==> src/rtl/hacd_decompressor_mc.sv <==
// Zero/raw/replicate chunk decompressor: reads one metadata line plus payload
// from the read FIFO and expands NUM_CHUNKS x LINES_PER_CHUNK lines into the write FIFO.
module hacd_decompressor_mc #(
    parameter int DATA_WIDTH      = 512,
    parameter int NUM_CHUNKS      = 4,
    parameter int LINES_PER_CHUNK = 16,
    parameter int CSZ_W           = 14
) (
    input  logic                  clk_i,
    input  logic                  rst_i,
    input  logic                  decomp_start,
    input  logic [CSZ_W-1:0]      comp_size,
    input  logic                  rdfifo_empty,
    output logic                  rd_req,
    input  logic                  rd_valid,
    input  logic [DATA_WIDTH-1:0] rd_data,
    input  logic [1:0]            rd_rresp,
    input  logic                  wrfifo_full,
    output logic                  wr_req,
    output logic [DATA_WIDTH-1:0] wr_data,
    output logic                  decomp_busy,
    output logic                  decomp_done,
    output logic                  decomp_err,
    output logic [1:0]            err_code
);

    localparam int LCW = $clog2(LINES_PER_CHUNK) + 1;
    localparam int CIW = $clog2(NUM_CHUNKS) + 1;
    localparam int MW  = 2 * NUM_CHUNKS;

    localparam logic [LCW-1:0] LINE_LAST = LCW'(LINES_PER_CHUNK - 1);
    localparam logic [CIW-1:0] CHUNK_END = CIW'(NUM_CHUNKS);

    localparam logic [3:0] S_IDLE     = 4'd0;
    localparam logic [3:0] S_META     = 4'd1;
    localparam logic [3:0] S_SEL      = 4'd2;
    localparam logic [3:0] S_ZERO     = 4'd3;
    localparam logic [3:0] S_RAW      = 4'd4;
    localparam logic [3:0] S_REP_LD   = 4'd5;
    localparam logic [3:0] S_REP_FILL = 4'd6;
    localparam logic [3:0] S_DONE     = 4'd7;
    localparam logic [3:0] S_ERROR    = 4'd8;

    logic [3:0]            r_state;
    logic                  r_outstanding;
    logic                  r_rd_req;
    logic                  r_wr_req;
    logic [DATA_WIDTH-1:0] r_wr_data;
    logic [DATA_WIDTH-1:0] r_rep_line;
    logic [MW-1:0]         r_modes;
    logic [CIW-1:0]        r_chunk;
    logic [LCW-1:0]        r_line;
    logic                  r_busy;
    logic                  r_done;
    logic                  r_err;
    logic [1:0]            r_err_code;

    logic [31:0] w_raw_cnt;
    logic [31:0] w_rep_cnt;
    logic [31:0] w_exp_size;
    logic        w_rsvd;
    logic [1:0]  w_cur_mode;
    logic        w_rd_ok;
    logic        w_line_last;

    // Metadata decode: expected compressed length counts the metadata line itself.
    always_comb begin
        w_raw_cnt = '0;
        w_rep_cnt = '0;
        w_rsvd    = 1'b0;
        for (int i = 0; i < NUM_CHUNKS; i++) begin
            case (rd_data[2*i +: 2])
                2'b00:   w_raw_cnt = w_raw_cnt + 32'd1;
                2'b10:   w_rep_cnt = w_rep_cnt + 32'd1;
                2'b11:   w_rsvd    = 1'b1;
                default: ;
            endcase
        end
        w_exp_size = 32'd1 + w_raw_cnt * 32'(LINES_PER_CHUNK) + w_rep_cnt;
    end

    always_comb begin
        w_cur_mode = '0;
        for (int i = 0; i < NUM_CHUNKS; i++) begin
            if (r_chunk == CIW'(i)) w_cur_mode = r_modes[2*i +: 2];
        end
    end

    // Handshake: rd_req is a one-cycle pop with at most one read outstanding until
    // rd_valid returns; wr_req is a one-cycle push issued only after a cycle with
    // wrfifo_full low, except a returning raw line, which the almost-full slack absorbs.
    assign w_rd_ok     = !r_outstanding && !rdfifo_empty;
    assign w_line_last = (r_line == LINE_LAST);

    always_ff @(posedge clk_i or posedge rst_i) begin
        if (rst_i) begin
            r_state       <= S_IDLE;
            r_outstanding <= 1'b0;
            r_rd_req      <= 1'b0;
            r_wr_req      <= 1'b0;
            r_wr_data     <= '0;
            r_rep_line    <= '0;
            r_modes       <= '0;
            r_chunk       <= '0;
            r_line        <= '0;
            r_busy        <= 1'b0;
            r_done        <= 1'b0;
            r_err         <= 1'b0;
            r_err_code    <= 2'd0;
        end else begin
            r_rd_req <= 1'b0;
            r_wr_req <= 1'b0;
            if (rd_valid) r_outstanding <= 1'b0;
            case (r_state)
                S_IDLE: begin
                    if (decomp_start && !rdfifo_empty) begin
                        r_state <= S_META;
                        r_busy  <= 1'b1;
                        r_chunk <= '0;
                        r_line  <= '0;
                    end
                end
                S_META: begin
                    if (rd_valid) begin
                        if (rd_rresp != 2'd0) begin
                            r_state <= S_ERROR; r_err <= 1'b1; r_err_code <= 2'd1;
                        end else if (w_rsvd) begin
                            r_state <= S_ERROR; r_err <= 1'b1; r_err_code <= 2'd3;
                        end else if (w_exp_size != 32'(comp_size)) begin
                            r_state <= S_ERROR; r_err <= 1'b1; r_err_code <= 2'd2;
                        end else begin
                            r_modes <= rd_data[MW-1:0];
                            r_chunk <= '0;
                            r_state <= S_SEL;
                        end
                    end else if (w_rd_ok) begin
                        r_rd_req      <= 1'b1;
                        r_outstanding <= 1'b1;
                    end
                end
                S_SEL: begin
                    if (r_chunk == CHUNK_END) begin
                        r_state <= S_DONE;
                        r_done  <= 1'b1;
                    end else begin
                        r_line <= '0;
                        case (w_cur_mode)
                            2'b00:   r_state <= S_RAW;
                            2'b01:   r_state <= S_ZERO;
                            default: r_state <= S_REP_LD;
                        endcase
                    end
                end
                S_ZERO, S_REP_FILL: begin
                    if (!wrfifo_full) begin
                        r_wr_req  <= 1'b1;
                        r_wr_data <= (r_state == S_ZERO) ? '0 : r_rep_line;
                        r_line    <= r_line + 1'b1;
                        if (w_line_last) begin
                            r_chunk <= r_chunk + 1'b1;
                            r_state <= S_SEL;
                        end
                    end
                end
                S_RAW: begin
                    if (rd_valid) begin
                        if (rd_rresp != 2'd0) begin
                            r_state <= S_ERROR; r_err <= 1'b1; r_err_code <= 2'd1;
                        end else begin
                            r_wr_req  <= 1'b1;
                            r_wr_data <= rd_data;
                            r_line    <= r_line + 1'b1;
                            if (w_line_last) begin
                                r_chunk <= r_chunk + 1'b1;
                                r_state <= S_SEL;
                            end
                        end
                    end else if (w_rd_ok && !wrfifo_full) begin
                        r_rd_req      <= 1'b1;
                        r_outstanding <= 1'b1;
                    end
                end
                S_REP_LD: begin
                    if (rd_valid) begin
                        if (rd_rresp != 2'd0) begin
                            r_state <= S_ERROR; r_err <= 1'b1; r_err_code <= 2'd1;
                        end else begin
                            r_rep_line <= rd_data;
                            r_state    <= S_REP_FILL;
                        end
                    end else if (w_rd_ok) begin
                        r_rd_req      <= 1'b1;
                        r_outstanding <= 1'b1;
                    end
                end
                S_DONE: begin
                    if (!decomp_start) begin
                        r_state <= S_IDLE;
                        r_done  <= 1'b0;
                        r_busy  <= 1'b0;
                    end
                end
                S_ERROR: begin
                    if (!decomp_start) begin
                        r_state    <= S_IDLE;
                        r_err      <= 1'b0;
                        r_err_code <= 2'd0;
                        r_busy     <= 1'b0;
                    end
                end
                default: begin
                    r_state <= S_IDLE;
                    r_busy  <= 1'b0;
                end
            endcase
        end
    end

    assign rd_req      = r_rd_req;
    assign wr_req      = r_wr_req;
    assign wr_data     = r_wr_data;
    assign decomp_busy = r_busy;
    assign decomp_done = r_done;
    assign decomp_err  = r_err;
    assign err_code    = r_err_code;

endmodule

==> config.mk <==
export PLATFORM = sky130hd
export DESIGN_NAME = hacd_decompressor_mc
export DESIGN_NICKNAME = d
export VERILOG_FILES = /design/src/rtl/hacd_decompressor_mc.sv
export SDC_FILE = /design/constraint.sdc
export NUM_CORES = 2
export LEC_CHECK = 0
export CAP_MARGIN = 20
export CORE_AREA = 3 3 409 411
export DETAILED_ROUTE_END_ITERATION = 6
export DIE_AREA = 0 0 412 414
export SLEW_MARGIN = 40
export SYNTH_ARGS = -nofsm -noshare
export SYNTH_HDL_FRONTEND = slang
export SYNTH_SLANG_ARGS = --single-unit
==> constraint.sdc <==
create_clock -name clk_i -period 33.9 [get_ports clk_i]
set_input_delay 6.78 -clock clk_i [delete_from_list [all_inputs] [get_ports clk_i]]
set_output_delay 6.78 -clock clk_i [all_outputs]
set_load 0.05 [all_outputs]
==> impl_metrics.ini <==
[route]
wl_per_cell_um = 22.0
drt_iter0_markers = 2290
vias_per_cell = 4.90
wirelength_um = 151000
drtAntennaViolNets = 0
num_vias = 33700
drc = 0
firstDrtPassIters = 5

[floorplan]
die_w_um = 412
rows = 149
die_area_sq_um = 171000
io_pins = 1053
die_y_um = 414
initial_utilization_pct = 26.3
core-area_sq_um = 164000

[cts]
htreeDepth = 3
cts_sinks = 1052
path_clk_slew_ps = 60
cts_tree = built
insertion_delay_ps = 740
cts_buffers = 116
postCtsSetupRepairBufs = 0
postCtsHoldBufs = 0
cts_resized = 0
root_buffer = clkbuf_16
clockBufferDepth = 3

[power_and_ir_drop]
power.density_nw_per_um2 = 90.5
total_power_mw = 5.42
p_leak_nw = 27.3
irDropWorstVdd_mv = 0.0637

[timing]
slew_headroom_pct = 35.7
final-setup-viol-count = 0
hold_viol = 0
final.setup.tns_ps = 0
rsz0062_at_grt = no
holdWs_ps = 477
fin_crit_sh_pct = 33.8
worst_slew_pin_slew_ps = 965
maxSlewViolCount = 0
finClkSkew_ps = 22.8
fmax_mhz = 87.2
period_minus_slack_ps = 11470

[synthesis]
yosysSeqAreaShare_pct = 61.0
synth_cell_type_count = 56
synth_area_leaders = dfrtp_1 61%, mux2_2 14%, a221oi_1 10%, nor2_1 9.0%, clkbuf_1 2.3%
yosys_warnings = 0
synth_seq_cells = 1052
synthArstFlopShare_pct = 100
avgSynthCellArea_sq_um = 11.9
yosys.area.top_type = dfrtp_1
synth_top_area_share_pct = 61.0
synth_edf_count = 0
synth_area_sq_um = 43200
syn_nets = 4182
synth_cells = 3634
synth_ff_type = dfrtp_1

[global_routing]
overflow = 0
grt_util_all_layers_pct = 17.0
grt_max_degree = 155
grt_pass1_vias = 33500
antenna_found_initial = 35
grt_pass1_wl_um = 222000

[cells_and_area]
fin_cells = 6867
final_layout_size_suffix_gt1_share_pct = 17.0
design_area_sq_um = 60000
syn_to_final_growth_pct = 38.8
layout.nets = 5115

[placed_design]
placedCellCount = 6636
numPortBuffers = 1052
place_area_sq_um = 55900
gp_congestion = 0.841
hpwl_um = 105000

[worst_setup_path]
cp.arrival_ps = 12080
cp.buffers_inverters = 7
cpPeakStageDelay_ps = 700
path_class = input port to register
critPathSlowestCell = buf_4
required_ps = 34510
cp_top_family = buffers and inverters
crit_path_end_kind = register
cp_max_fo = 72
start_kind = input port
crit_chain = clkdlybuf4s50_1 -> nor2_1 -> nand4_1 -> buf_4 -> buf_6 -> buf_4 -> buf_6 -> buf_4 -> buf_6 -> mux2_2

[job]
drv_cap = 0

[hold_path]
hold_path_class = register to register

[status]
status = complete, no violations
## layer usage
| layer | GRT usage [%] | wire length [um] | vias to the layer above |
|---|---|---|---|
| met5 | 0 | 130 | - |
| met4 | 5.66 | 4660 | 18 |
| met3 | 5.70 | 12400 | 219 |
| met2 | 27.5 | 72200 | 1068 |
| met1 | 21.3 | 61300 | 17400 |
| li1 | - | - | 15000 |
## cells in the mapped netlist (5+ instances only)
| master | n |
|---|---|
| dfrtp_1 | 1052 |
| nor2_1 | 1040 |
| mux2_2 | 527 |
| a221oi_1 | 512 |
| clkbuf_1 | 261 |
| nand2_1 | 27 |
| inv_1 | 22 |
| buf_1 | 21 |
| o21ai_0 | 19 |
| buf_2 | 15 |
| ha_1 | 14 |
| a21oi_1 | 13 |
| nor3_1 | 8 |
| nand2b_1 | 7 |
| xnor2_1 | 7 |
| mux2i_1 | 6 |
| nor2b_1 | 6 |
| xor2_1 | 6 |
| nor4b_1 | 5 |
## cells by family (layout without fill, tap and decap cells)
kind of cell | after synthesis | count (layout) | synth area share (%)
compound gates | 579 | 579 | 11.4
xor+xnor | 13 | 13 | 0.264
fa+ha+maj | 14 | 14 | 0.406
buf+inv | 319 | 1340 | 2.82
flops | 1052 | 1052 | 61.0
mux | 533 | 533 | 13.9
other cells | 0 | 23 | 0
simple gates | 1124 | 1124 | 10.2
## power by group
| group | leakage, nW | switching [mW] | internal [mW] |
|---|---|---|---|
| logic | 11.4 | 1.58 | 0.742 |
| registers | 14.0 | 0.211 | 1.60 |
| clock network | 1.92 | 0.524 | 0.773 |
| total | 27.3 | 2.31 | 3.11 |
## through the flow
stage	util (%)	worst slack, ps
after floorplan	-	12610
after global placement	33.9	20980
after detailed placement	34.0	21750
after CTS	36.4	22590
after global routing	36.4	22260
final	36.5	22430
## flip-flops by register name, indices dropped and copies added, names as in the netlist
signal and flops:
r_chunk 3, r_line 5, r_rep_line 512, r_outstanding 1
decomp_busy 1, wr_req 1, err_code 2, r_modes 8
decomp_err 1, decomp_done 1, wr_data 512, r_state 4
rd_req 1
## area by class of cell
cell class                 count  area, sq um
clock inverter                34          505
clock buffer                 172         3390
tap                         2189         2740
sequential                  1052        26300
timing repair buffer        1112        11100
multi-input combinational   2263        15700
antenna                       23         57.6
inverter                      22         98.8
fill                       16200       104000
## worst paths after layout
path | from | end | slack, ps | depth (start not counted)
worst max-delay path | rd_rresp[1] | r_rep_line[401] | 22430 | 10
worst min-delay path | r_outstanding | r_outstanding | 480 | 1
worst max register to register | r_state[3] | r_rep_line[401] | 28140 | 9
worst min register to register | r_outstanding | r_outstanding | 480 | 1
max in group asynchronous | rst_i | r_rep_line[132] | 24310 | 7
min in group asynchronous | rst_i | r_rep_line[490] | 6560 | 2
## layout by cell type, fill, tap and decap left out, drive strengths merged, types with 5 or more instances in the layout
cell type      count
nor4b              6
clkinv            14
nand2             27
diode             23
mux2             527
clkdlybuf4s50   1043
mux2i              6
ha                14
o211ai             5
dfrtp           1052
bufinv            11
clkbuf           172
a221oi           512
a21oi             13
xor2               6
o21ai             19
nor3               8
nand2b             7
inv               28
buf               69
nor2            1040
nor2b              6
xnor2              7
Note: power is estimated with default switching activity, not from simulation.
